===== config.mk =====
export PLATFORM = sky130hd
export DESIGN_NAME = bcd_bin_conv
export DESIGN_NICKNAME = d
export VERILOG_FILES = /design/src/rtl/bcd_bin_conv.sv
export SDC_FILE = /design/constraint.sdc
export NUM_CORES = 1
export LEC_CHECK = 0
export BUFFER_PORTS_ARGS = -buffer_cell sky130_fd_sc_hd__buf_2
export CORE_MARGIN = 2
export CORE_UTILIZATION = 35
export DETAILED_ROUTE_END_ITERATION = 12
export PLACE_DENSITY = 0.5
export SLEW_MARGIN = 5
export SYNTH_ARGS = -nofsm -noshare
export SYNTH_HDL_FRONTEND = slang
export SYNTH_SLANG_ARGS = --single-unit

===== constraint.sdc =====
create_clock -name CLK -period 5.1 [get_ports CLK]
set_input_delay 1.02 -clock CLK [delete_from_list [all_inputs] [get_ports CLK]]
set_output_delay 1.02 -clock CLK [all_outputs]
set_load 0.02 [all_outputs]

===== src/rtl/bcd_bin_conv.sv =====
// Four-digit BCD to 16-bit binary converter using reverse double dabble
// (shift right, then subtract 3 from every nibble >= 8), with START/BUSY/DONE handshake.
module bcd_bin_conv (
    input  logic        CLK,
    input  logic        RST,
    input  logic        START,
    input  logic [3:0]  MIL,
    input  logic [3:0]  CENT,
    input  logic [3:0]  DEC,
    input  logic [3:0]  UNIT,
    output logic [15:0] RESULT,
    output logic        BUSY,
    output logic        DONE,
    output logic        ERR
);

    typedef enum logic [1:0] {
        S_IDLE,
        S_SHIFT,
        S_ADJ,
        S_FIN
    } state_t;

    state_t      r_state;
    state_t      w_next;
    logic [15:0] r_d;
    logic [15:0] r_b;
    logic [4:0]  r_cnt;
    logic [15:0] r_result;
    logic        r_err;
    logic        w_bad_digit;
    logic [15:0] w_d_adj;

    assign w_bad_digit = (MIL > 4'd9) | (CENT > 4'd9) | (DEC > 4'd9) | (UNIT > 4'd9);

    // Nibbles are corrected independently; no borrow crosses a digit boundary.
    always_comb begin
        w_d_adj = r_d;
        for (int unsigned i = 0; i < 4; i++) begin
            if (r_d[4*i +: 4] >= 4'd8)
                w_d_adj[4*i +: 4] = r_d[4*i +: 4] - 4'd3;
        end
    end

    always_ff @(posedge CLK) begin
        if (RST)
            r_state <= S_IDLE;
        else
            r_state <= w_next;
    end

    always_comb begin
        w_next = r_state;
        BUSY   = 1'b1;
        DONE   = 1'b0;
        case (r_state)
            S_IDLE: begin
                BUSY = 1'b0;
                if (START)
                    w_next = w_bad_digit ? S_FIN : S_SHIFT;
            end
            S_SHIFT: w_next = S_ADJ;
            S_ADJ:   w_next = (r_cnt == 5'd0) ? S_FIN : S_SHIFT;
            S_FIN: begin
                DONE   = 1'b1;
                w_next = S_IDLE;
            end
            default: w_next = S_IDLE;
        endcase
    end

    always_ff @(posedge CLK) begin
        if (RST) begin
            r_d      <= '0;
            r_b      <= '0;
            r_cnt    <= '0;
            r_result <= '0;
            r_err    <= 1'b0;
        end else begin
            case (r_state)
                S_IDLE: begin
                    if (START) begin
                        r_d   <= {MIL, CENT, DEC, UNIT};
                        r_b   <= '0;
                        r_cnt <= 5'd16;
                        r_err <= w_bad_digit;
                    end
                end
                S_SHIFT: begin
                    {r_d, r_b} <= {1'b0, r_d, r_b[15:1]};
                    r_cnt      <= r_cnt - 5'd1;
                end
                S_ADJ: begin
                    r_d <= w_d_adj;
                    if (r_cnt == 5'd0)
                        r_result <= r_b;
                end
                default: ;
            endcase
        end
    end

    assign RESULT = r_result;
    assign ERR    = r_err;

endmodule


==> results.yml <==
grt:
  grt_pass1_vias: 2130
  grt_max_degree: 60
  antenna_found_initial: 0
  grt_pass1_wl_um: 10600
  grt_overflow: 0
  grtUsageTotal: 0.157
cells_and_area:
  nets: 368
  fill_cells: 809
  multi_input_area_um2: 1360
  synthToLayoutAreaGrowth_pct: 12.2
  antenna_cells: 0
  final_cell_mix: "dfxtp_1, buf_2, nand2_1"
  ff_latch_area_um2: 1120
  layout-drive-gt1-share: 0.151
  utilization: 0.406
  final_common_cell: "dfxtp_1"
routing:
  vias: 2214
  first_pass_iters: 4
  via_per_inst: 5.08
  routed_wl_um: 6290
  wl_per_cell_um: 14.4
  ant_nets: 0
  drcViolationCount: 0
  drtIter0Drc: 133
floorplanning:
  io_pins: 38
  rows: 31
  core_region_area_um2: 7290
  die_w_um: 90.9
  fp.dieH_um: 90.9
  initial_utilization: 0.362
  die_area_um2: 8260
sta:
  fin_crit_ns: 2.38
  rsz0062_at_grt: "false"
  drv_slew: 0
  fin_skew_ns: 0.00681
  worstMarginPinSlew_ns: 0.798
  relSlewSlack: 0.468
  hold_viol_final: 0
  finalSetupViolations: 0
  fmax_mhz: 420
  min_period_over_period: 0.467
  tns_ns: 0
clock_network:
  insertion_delay_ns: 0.31
  cts_resized: 0
  clock_path_buffers: 2
  cts.clk_slew.worst_paths_ns: 0.11
  cts-htree-levels: 2
  clock_sinks: 56
  postCtsSetupBuffers: 0
  ctsHoldBuffers: 0
  cts_tree: "built"
  root_buffer: "clkbuf_8"
  numCtsBuffers: 5
synthesis:
  synth_nets: 343
  ys_seq_area_frac: 0.424
  avgSynthCellArea_um2: 8.50
  ys_seq_elements: 56
  syn-cell-area_um2: 2640
  synthCells: 311
  yosys_warnings: 0
  ys_types: 35
critical_path:
  worst-r2r-setup-slack_ns: 2.72
  start_kind: "flip-flop"
  crit_type: "flip-flop to flip-flop"
  critical_path.max_fanout: 19
  crit_arrival_ns: 2.56
  cp.required_ns: 5.28
  crit_path_end_kind: "flip-flop"
run_status:
  status: "complete, no violations"
power:
  peakVddDrop_mv: 0.235
  powerDensity_nw_per_um2: 535
  p_leak_nw: 1.15
worst_hold_path:
  hp-class: "flip-flop to flip-flop"
flow_run:
  drv_cap: 0
placement:
  gp_congestion: 0.731
  dp_hpwl_um: 4020
  portBuffers: 37
==> cell families (layout without fill, tap and decap cells) <==
kind of cell    count (synthesis)  in the layout  share of synthesized area
compound gates                 92             92                      0.238
mux                             2              2                    0.00758
buf+inv                        39             65                     0.0601
fa+ha+maj                      13             13                     0.0616
simple gates                  104            104                      0.192
xor+xnor                        5              5                     0.0166
flops                          56             56                      0.424
==> final cells by class <==
type                       instances  share of cell area
multi-input combinational        216               0.460
timing repair buffer              39              0.0675
inverter                          18              0.0228
clock buffer                       6              0.0245
tap                               99              0.0418
sequential                        56               0.378
clock inverter                     2             0.00549
==> flip-flops by register name, summed over array words and instances (netlist names) <==
register  cells
RESULT       16
r_b          16
r_d          16
r_cnt         5
r_state       2
ERR           1
==> routing by layer <==
| layer | global-route usage | routed length, um | part of all wire |
|---|---|---|---|
| met5 | 0 | 0 | 0 |
| met4 | 0.0379 | 71 | 0.011 |
| met3 | 0.0401 | 268 | 0.043 |
| met2 | 0.238 | 2710 | 0.43 |
| met1 | 0.222 | 3240 | 0.52 |
==> worst paths after layout <==
kind / from / to / cells past startpoint
setup / recovery: r_state[0]$_SDFFE_PP0P_ / r_d[3]$_SDFFE_PP0P_ / 5
hold reg to reg: RESULT[2]$_SDFFE_PP0P_ / RESULT[2]$_SDFFE_PP0P_ / 2
hold / removal: RESULT[2]$_SDFFE_PP0P_ / RESULT[2]$_SDFFE_PP0P_ / 2
setup reg to reg: r_state[0]$_SDFFE_PP0P_ / r_d[3]$_SDFFE_PP0P_ / 5
==> power breakdown <==
part | switching, mW | internal (mW)
Combinational | 0.464 | 0.272
Sequential | 0.0817 | 0.520
Clock | 0.151 | 0.0983
Total | 0.696 | 0.891
==> synthesized netlist by cell type, drive strengths merged <==
cell	instances	area share
a2111oi	3	0.0099
a211oi	1	0.0028
a21oi	28	0.053
a221o	7	0.027
a221oi	6	0.020
a22oi	18	0.051
a311oi	1	0.0033
a41o	1	0.0038
and2	2	0.0047
and3	4	0.0095
buf	8	0.016
clkbuf	13	0.018
dfxtp	56	0.42
ha	13	0.062
inv	18	0.026
mux2i	2	0.0076
nand2	35	0.050
nand2b	3	0.0071
nand3	2	0.0038
nand4	1	0.0024
nor2	34	0.048
nor2b	6	0.017
nor3	11	0.028
nor3b	2	0.0057
o2111ai	3	0.0099
o211ai	4	0.011
o21ai	12	0.023
o311a	1	0.0038
o31ai	7	0.020
or4b	4	0.015
xnor2	4	0.013
xor2	1	0.0033
==> metrics by stage <==
stage               cells  hold slack, ns  worst slack [ns]  instance area (um2)  total power [mW]
floorplan             311           0.432              3.11                 2640              1.18
global placement      428           0.443              2.69                 2880              1.34
detailed placement    428           0.444              2.63                 2880              1.35
CTS                   436           0.460              2.70                 2960              1.60
global route          436           0.469              2.40                 2960              1.73
finish                436           0.456              2.72                 2960              1.59
==> critical path, stage by stage, from the launching register on <==
cell and delay [ns]:
dfxtp_1 0.39, inv_1 0.08, ha_1 0.71, inv_1 0.44
a2111oi_0 0.54, nor3_1 0.09
Note: power is estimated with default switching activity, not from simulation.
